$ cat src/rtl/mult_seq_ctrl.sv
// Sequential shift-and-add multiplier: one partial product per clock, N cycles per operation.
// Define MULT_SEQ_EARLY_EXIT_EN to finish once no set multiplier bits remain.
module mult_seq_ctrl #(
    parameter int N = 4
) (
    input  logic           clk,
    input  logic           rst,
    input  logic           start,
    input  logic [N-1:0]   a,
    input  logic [N-1:0]   b,
    output logic           ready,
    output logic           busy,
    output logic           done,
    output logic [2*N-1:0] product
);

    localparam int CW = (N > 1) ? $clog2(N) : 1;
    localparam logic [CW-1:0] CNT_LAST = CW'(N - 1);

    typedef enum logic [1:0] {
        IDLE = 2'd0,
        ACC  = 2'd1,
        DONE = 2'd2
    } state_t;

    state_t          state, state_nxt;
    logic [N-1:0]    a_lat, b_lat;
    logic [2*N-1:0]  acc;
    logic [CW-1:0]   cnt;
    logic [2*N-1:0]  pp;
    logic            last_add;

    // Partial product for multiplier bit cnt, aligned to its weight.
    always_comb begin
        pp = {{N{1'b0}}, a_lat & {N{b_lat[cnt]}}} << cnt;
    end

`ifdef MULT_SEQ_EARLY_EXIT_EN
    always_comb begin
        last_add = (cnt == CNT_LAST) ||
                   ((b_lat >> ((CW+1)'(cnt) + (CW+1)'(1))) == '0);
    end
`else
    always_comb begin
        last_add = (cnt == CNT_LAST);
    end
`endif

    // NOTE: state registers use non-blocking assignments so every flop samples pre-edge values.
    always_ff @(posedge clk) begin
        if (rst) begin
            state <= IDLE;
        end else begin
            state <= state_nxt;
        end
    end

    // NOTE: every output of this block is given a default first, so no path infers a latch.
    always_comb begin
        state_nxt = state;
        ready     = 1'b0;
        busy      = 1'b0;
        done      = 1'b0;
        case (state)
            IDLE: begin
                ready = 1'b1;
                if (start) state_nxt = ACC;
            end
            ACC: begin
                busy = 1'b1;
                if (last_add) state_nxt = DONE;
            end
            DONE: begin
                done      = 1'b1;
                state_nxt = IDLE;
            end
            default: state_nxt = IDLE;
        endcase
    end

    // NOTE: operand latches are reset too, keeping pp free of X after reset.
    always_ff @(posedge clk) begin
        if (rst) begin
            a_lat <= '0;
            b_lat <= '0;
            acc   <= '0;
            cnt   <= '0;
        end else begin
            case (state)
                IDLE: begin
                    if (start) begin
                        a_lat <= a;
                        b_lat <= b;
                        acc   <= '0;
                        cnt   <= '0;
                    end
                end
                ACC: begin
                    acc <= acc + pp;
                    cnt <= cnt + CW'(1);
                end
                default: ;
            endcase
        end
    end

    assign product = acc;

endmodule

$ cat config.mk
export PLATFORM = sky130hd
export DESIGN_NAME = mult_seq_ctrl
export DESIGN_NICKNAME = d
export VERILOG_FILES = /design/src/rtl/mult_seq_ctrl.sv
export SDC_FILE = /design/constraint.sdc
export NUM_CORES = 1
export LEC_CHECK = 0
export CORE_ASPECT_RATIO = 0.8
export CORE_MARGIN = 8
export CORE_UTILIZATION = 48
export CTS_BUF_LIST = sky130_fd_sc_hd__clkbuf_2 sky130_fd_sc_hd__clkbuf_4 sky130_fd_sc_hd__clkbuf_8
export CTS_CLUSTER_SIZE = 14
export DETAILED_ROUTE_END_ITERATION = 16
export PLACE_DENSITY = 0.79
export SYNTH_ARGS = -nofsm -noshare
export SYNTH_HDL_FRONTEND = slang
export SYNTH_SLANG_ARGS = --single-unit
$ cat constraint.sdc
create_clock -name clk -period 2.45 [get_ports clk]
set_input_delay 0.3675 -clock clk [delete_from_list [all_inputs] [get_ports clk]]
set_output_delay 0.3675 -clock clk [all_outputs]
set_load 0.005 [all_outputs]
# Word level (Yosys, flattened, before mapping)
# Cells that the tools add are included.
classes:
  n_eq_ne: 5
  order_cmp: 1
  shifts: 1
  mux: 12
  bitwise_logic: 1
  reduce_logical: 5
  n_addsub: 2
op_table:
  columns: ["cell", "n"]
  rows:
  - ["one-hot mux 8 bit (2 select lines)", 1]
  - ["adder 8 bit", 1]
  - ["two-way mux 8 bit", 1]
  - ["one-hot mux 2 bit (2 select lines)", 2]
  - ["left shift 4 x 2 -> 8 bit", 1]
  - ["two-way mux 2 bit", 3]
  - ["AND reduction 2 bit", 3]
  - ["AND 4 bit", 1]
  - ["== test 2 bit, second input constant", 2]
  - ["two-way mux 1 bit", 4]
  - ["!= test 2 bit, second input constant", 2]
  - ["less-than comparator 2 x 3 -> 1 bit, second input constant", 1]
  - ["adder 2 x 1 -> 2 bit, second input constant", 1]
  - ["binary-select mux 1 bit (select 2 bit)", 1]
  - ["== test 2 x 1 -> 1 bit, second input constant", 1]
  - ["logical NOT 2 bit", 1]
  - ["nonzero test 2 bit", 1]
word_totals:
  elab_cells: 32
  inputBits: 11
  out_inout_bits: 11
  regBits: 20

# Longest topological paths before layout
logic_depth:
  ltp_word: 6
  mapped_depth: 10
  mapped_depth_nobuf: 9

# Worst setup path after synthesis
# Ideal clock, no wire load.
synth_timing:
  path_kind: "register to register"
  start: "register cnt[0]"
  end: "register acc[5], in the netlist product[5]"
  required_time_ns: 2.333
  setup_ns: 0.117
  path_stages_with_launch: 9
  period_less_slack_ns: 2.405
  arrival_ns: 2.287
  setup_slack_ns: 0.045
  n_path_buf: 1
  path_cell_list: "dfxtp_1 -> clkbuf_1 -> mux2i_1 -> nor3b_1 -> ha_1 -> a21oi_2 -> nor3_1 -> or4_1 -> a32o_1"
synth_between:
  elab_chain_len: 6
synth_rtl:
  columns: ["item", "line", "source"]
  rows:
  - ["start: declaration", "29", "logic [CW-1:0] cnt;"]
  - ["start signal: assignment", "100", "cnt <= cnt + CW'(1);"]
  - ["binary-select mux 1 bit (select 2 bit)", "35", "pp = {{N{1'b0}}, a_lat & {N{b_lat[cnt]}}} << cnt;"]
  - ["two-way mux 1 bit (not written as such)", "35", null]
  - ["AND 4 bit", "35", null]
  - ["left shift 4 x 2 -> 8 bit *", "35", null]
  - ["adder 8 bit *", "99", "acc <= acc + pp;"]
  - ["one-hot mux 8 bit (2 select lines) *", "89", "case (state)"]
  - ["end signal: assignment", "99", null]
  - ["end: declaration", "28", "logic [2*N-1:0] acc;"]
# Mark *: on every way between the ends. The rest lies on a longest branch, timed or not. The select of a mux whose other input is x is not followed.
# A chain may end at the register's enable or synchronous reset.

# Final worst setup path
# Ends and elaborated chain as after synthesis.

==> out/results.tsv <==
stage	metric	value	unit
cells_and_area	layout cell share with drive strength beyond 1	0.1707	
timing	Final Setup Violations	0	
power_and_ir_drop	VDD IR-drop max	0.0002936	V
floorplan	DIE HEIGHT	60.35	um
synth	ys flop type	dfxtp_1	
place	RePlAce Congestion	0.8694	
timing	max_slew headroom	0.6721	
synth	Synth top cells by count	nand2_1 (27), dfxtp_1 (20), a21oi_1 (17)	
setup_path	worst setup path endpoint	product[5]	
drt	via count	1114	
timing	setup TNS	0	ns
power_and_ir_drop	clock power share	0.382	
drt	wl on met1	1.302	mm
clock_network	# hold bufs at CTS	0	
drt	met3 wire length	188	um
setup_path	Worst setup startpoint	cnt[0]	
power_and_ir_drop	Combinational Power Share	0.141	
setup_path	WP data required	2.68	ns
synth	count leader, synth	nand2_1	
power_and_ir_drop	Leakage	0.6440	nW
synth	Seq/Total Area, Yosys	0.3393	
setup_path	crit path kind	reg -> reg	
clock_network	total CTS buffers	3	
floorplan	DIE AREA	4310	um2
floorplan	Chip Width	71.43	um
cells_and_area	ant diodes	0	
timing	fmax	0.4119	GHz
setup_path	r2r setup slk	0.02	ns
floorplan	Initial Utilization	0.4953	
drt	post-route antenna net violation count	0	
power_and_ir_drop	Sw Ratio	0.2465	
timing	worst-margin pin slew	0.4906	ns
drt	Top Layer Used	met4	
drt	Met2 Wirelength	1.512	mm
clock_network	clock latency at the later pin of the worst-skew pair	0.32	ns
power_and_ir_drop	sequential power share	0.477	
clock_network	clock sink total	20	
drt	Routed WL	3.059	mm
floorplan	total core area	2382	um2
timing	clock skew	0.003722	ns
global_route	GRT overflow	0	
global_route	gr usage total	0.1431	
global_route	antenna violations before repair	0	
clock_network	CTS Root Buffer Type	clkbuf_4	
hold_path	type of the most critical hold path	reg -> reg	
cells_and_area	Area Growth Syn to Fin	32.03	%
power_and_ir_drop	PD cells	469.3	nW/um2
global_route	global-route wire length before repair	4.836	mm
setup_path	Startpoint Class	flop	
setup_path	Crit. End Element	flop	
place	# port buffers	21	
drt	via-per-instance ratio	5.832	
status	status	finished clean	
timing	RSZ-0062 raised after global routing	yes	
synth	area share of the largest cell type after synthesis	0.3393	
timing	Fin. Hold Viols	0	
synth	top post-synthesis cells by area	dfxtp_1 (34%), nand2_1 (8.6%), ha_1 (8.5%), a21oi_1 (7.2%), mux2_2 (2.9%)	
setup_path	Worst Path Arrival	2.65	ns
synth	Post-synth EDFFs	0	
clock_network	H-tree levels	1	
synth	mapped cell area	1180	um2
drt	DR pass1 iterations	4	
synth	Synth area leader	dfxtp_1	
clock_network	Longest Clk Path Bufs	2	
global_route	largest net degree at the start of global routing	16	
synth	Mapped Nets	159	
power_and_ir_drop	Pint	0.5508	mW
floorplan	row cnt	16	
setup_path	worst r2r dst	product[5]	
global_route	vias in the first global route	1081	
synth	Gate Count Post-Synth	139	
clock_network	Reg clk slew, reported paths	0.12	ns
drt	Avg WL per Cell	16.02	um
run	max_cap viols	0	
synth	#FFs+latches synth	20	
timing	fin crit period	2.428	ns
synth	Synth Warn #	0	
cells_and_area	NumNets Final	185	
floorplan	I/O pin total	22	
synth	Netlist cell types	41	
cells_and_area	Finished Cell Area	1558	um2
drt	Residual DRC	0	
synth	Post-synth ARST share	0	
setup_path	CP max FO	5	
setup_path	r2r startpoint	cnt[0]	
place	Post-DP Area	1424	um2
timing	Tcrit/Tclk final	0.9910	
synth	syn_area_per_cell	8.488	um2
power_and_ir_drop	switching power total	0.1802	mW
timing	Slew Viols, Final	0	
place	dpl hpwl	2.124	mm
clock_network	CTS tree	yes	
setup_path	FF-to-FF path depth	5	
drt	1st-iter DRT viols	52	
through the flow:
| stage | cells | total power [mW] | worst slack [ns] | hold WS, ns | utilization |
|---|---|---|---|---|---|
| finish | 191 | 0.7310 | 0.02203 | 0.4790 | 0.6539 |
| global route | 191 | 0.7592 | -0.03908 | 0.4961 | 0.6539 |
| CTS | 191 | 0.7285 | -0.004451 | 0.4821 | 0.6423 |
| detailed placement | 184 | 0.4518 | -0.05086 | 0.4651 | 0.5977 |
| global placement | 184 | 0.4484 | 0.06998 | 0.4468 | 0.5977 |
| floorplan | 139 | 0.4112 | 0.04531 | 0.4331 | - |
registers in the layout, summed over array words and instances (netlist names):
signal   count
a_lat        4
state        2
b_lat        4
cnt          2
product      8
logic make-up after synthesis:
logic type,after synthesis,share of synthesized area
AO/OA/AOI/OAI,33,0.1898
flip-flops,20,0.3393
adder cells (fa/ha/maj),9,0.1018
XOR/XNOR,2,0.01485
buffers and inverters,9,0.03393
multiplexers,6,0.06468
AND/OR/NAND/NOR,60,0.2556
power groups by stage:
stage          registers, mW  logic (mW)  clock network (mW)
3_3_place_gp           0.354      0.0945                   0
3_5_place_dp           0.355      0.0964                   0
6_report               0.348       0.103               0.280
2_1_floorplan          0.352      0.0594                   0
5_1_grt                0.350       0.113               0.296
4_1_cts                0.348       0.100               0.280
critical path, stage by stage (launching register included):
cell     delay [ns]
dfxtp_2        0.37
mux4_2         0.56
and3_1         0.21
ha_1           0.37
or4_1          0.56
a32o_1         0.27
final cells by class:
type                    instances  area [um2]
well taps                      27       33.78
fillers                       198       824.5
multi-input cells             110       795.8
clock buffers                   3       22.52
inverters                       2       10.01
clock inverters                 1       30.03
flip-flops and latches         20       402.9
repair buffers                 28       262.8
timing repair:
action,4_1_cts,5_1_grt
setup endpoints to repair,1,4
pin swaps,5,1
buffers inserted,3,0
resized for setup,6,3
how the worst min path moves through the flow:
| stage | cells past startpoint | start | slack, ns | endpoint |
|---|---|---|---|---|
| 4_1_cts | 2 | b_lat[2] | 0.48 | b_lat[2] |
| 2_1_floorplan | 2 | b_lat[2] | 0.43 | b_lat[2] |
| 3_3_place_gp | 2 | b_lat[2] | 0.45 | b_lat[2] |
| 5_1_grt | 2 | b_lat[2] | 0.50 | b_lat[2] |
| 3_5_place_dp | 2 | b_lat[2] | 0.47 | b_lat[2] |
| 6_report | 2 | b_lat[2] | 0.48 | b_lat[2] |
cells in the final DEF, fill, tap and decap left out, types with 4 or more instances in the layout:
cell	n
nand2_1	27
clkdlybuf4s50_1	21
dfxtp_1	18
a21oi_1	17
buf_4	7
nand3_1	6
nor2_1	5
ha_1	5
and2_1	4
metal layers:
layer,track usage,vias to the layer above
met4,0.05900,0
met2,0.2402,36
met5,0,-
li1,-,557
met1,0.1608,512
met3,0.05611,9
(Power assumes the default switching activity.)
==> edit: new RTL, same flow settings <==
Encoding of `state_t`: now one-hot (3 bits for 3 states).
--- a/src/rtl/mult_seq_ctrl.sv
+++ b/src/rtl/mult_seq_ctrl.sv
@@ -18,8 +18,8 @@
     localparam logic [CW-1:0] CNT_LAST = CW'(N - 1);
 
-    typedef enum logic [1:0] {
-        IDLE = 2'd0,
-        ACC  = 2'd1,
-        DONE = 2'd2
+    typedef enum logic [2:0] {
+        IDLE = 3'b001,
+        ACC  = 3'b010,
+        DONE = 3'b100
     } state_t;
 
Function: same outputs for any inputs over 10 cycles, from zero or initial values and one cycle with rst high; not proved beyond that.
==> edit against the unedited design <==
Setup slack gained 0.0095 ns; fmax grew 0.39%; cell count grew 4.2%; area after synthesis grew 3.6%; total power shrank 15%; critical path depth grew 5; wire length grew 3.0%; sequential cell count grew 1; cell area grew 3.0%; clock skew is essentially flat; critical path type unchanged; critical endpoint is now product[7].
==> edit: results (changes against the unedited design) <==
stage,metric,value,unit,change
worst_setup_path,Worst EP arrival,2.63,ns,-0.02 ns
synthesis,synthesized net count,156,,-1.9%
synthesis,Commonest cells post-synth,"21 x dfxtp_1, 21 x nand2_1, 12 x a21oi_1",,
pwr,power of the sequential group,364,µW,+5%
synthesis,Post-Synth XOR/XNOR Area,2.149,%,+0.66 points
finish,layout cells sized above 1,20.86,%,+3.8 points
placed_design,placed instance area,1504,µm²,+5.6%
synthesis,adder-cell area share of the yosys netlist,9.826,%,-0.35 points
grt,vias in the first global route,1110,,+2.7%
grt,antenna violations before repair,0,,unchanged
routing,final WL,3151,µm,+3.0%
worst_setup_path,Worst R2R Path Depth,10,,+5
finish,post-route insts no fill,199,,+4.2%
synthesis,Syn. warnings,0,,unchanged
grt,first-pass GRT wire length,5071,µm,+4.9%
worst_setup_path,Worst Setup SP,cnt[1],,
sta,Setup Skew,0.003917,ns,+0.0001959 ns
routing,vias per cell,5.688,,-2.5%
synthesis,Synth area leaders,"dfxtp_1 34%, ha_1 8.2%, nand2_1 6.4%",,
synthesis,Synth Flop Type,dfxtp_1,,
finish,fin nets,184,,-0.54%
hold_path,Hold Crit Class,reg2reg,,
grt,gr usage total,14.41,%,+0.10 points
cts,CTS Root Buffer Type,clkbuf_4,,
sta,Slew HR,71.57,%,+4.4 points
placed_design,DP Worst Slack,-0.06461,ns,-0.01376 ns
pwr,Pleak,0.0006541,µW,+1.6%
worst_setup_path,r2r endpoint,product[7],,
hold_path,hold depth,2,,unchanged
cts,# resized after CTS,3,,-3
placed_design,placed instance count,194,,+5.4%
cts,"Clk Latency, worst-skew pair",0.31,ns,
synthesis,Synth Area in Compound Gates,18.83,%,-0.15 points
pwr,peak supply drop,0.2552,mV,-13%
worst_setup_path,crit path capture type,flop,,
synthesis,Netlist cell types,48,,+17%
grt,largest net degree at the start of global routing,14,,-2
synthesis,mux cell area share after synthesis,6.244,%,-0.23 points
worst_setup_path,CP max FO,6,,+1
pwr,switching part of the total,26.60,%,+2.0 points
cts,postcts setup bufs,1,,-2
hold_path,hold path start,b_lat[2],,
placed_design,RD Place Congestion,0.9468,,+8.9%
synthesis,Cells after Synth,136,,-2.2%
routing,DRT iter0 DRCs,72,,+38%
pwr,clock share of power,27.5,%,-11 points
synthesis,sequential area share after synthesis,34.39,%,+0.46 points
placed_design,post-DP HPWL,2334,µm,+9.9%
run_status,status,completed,,
## edit: cell count changes after synthesis, moves of 3 or more
cell / delta
nand2_1: -6
nand3_1: -6
a21oi_1: -5
a22oi_1: +4
and3_1: +3
nand3b_1: +3
nor2_1: +3
## edit: area by class of cell
| type | count | area (µm²) |
|---|---|---|
| Clock inverter | 1 | 5.005 |
| Inverter | 2 | 12.51 |
| Fill cell | 211 | 838.3 |
| Tap cell | 36 | 45.04 |
| Clock buffer | 3 | 22.52 |
| Sequential cell | 21 | 421.7 |
| Multi-Input combinational cell | 107 | 827.0 |
| Timing Repair Buffer | 29 | 270.3 |
## edit: per-stage QoR
step                 TNS, ns  hold WS (ns)
finish                     0        0.4665
global route        -0.05670        0.5001
CTS                        0        0.4692
detailed placement   -0.1582        0.4522
global placement           0        0.4498
floorplan                  0        0.4331
## edit: worst max-delay path by stage
stage / end / slack, ns / cells past startpoint
2_1_floorplan: product[4] / 0.02 / 8
3_3_place_gp: product[4] / 0.04 / 7
3_5_place_dp: product[4] / -0.06 / 7
4_1_cts: product[6] / 0.02 / 7
5_1_grt: product[7] / -0.05 / 10
6_report: product[7] / 0.03 / 10
## edit: metal layers
| layer | track usage (%) | routed length (µm) | up-vias |
|---|---|---|---|
| met5 | 0 | 0 | - |
| met4 | 3.125 | 23 | 0 |
| met3 | 5.528 | 241 | 5 |
| met2 | 24.52 | 1586 | 42 |
| met1 | 16.98 | 1300 | 530 |
| li1 | - | - | 555 |
## edit: worst max-delay path, cell delays in order (launching register included)
cell     delay [ns]
dfxtp_2        0.37
buf_4          0.11
buf_4          0.14
mux2i_2        0.23
o22ai_1        0.10
and2_1         0.20
ha_4           0.31
and3_1         0.19
o21ai_0        0.16
a21oi_2        0.17
mux2_2         0.35
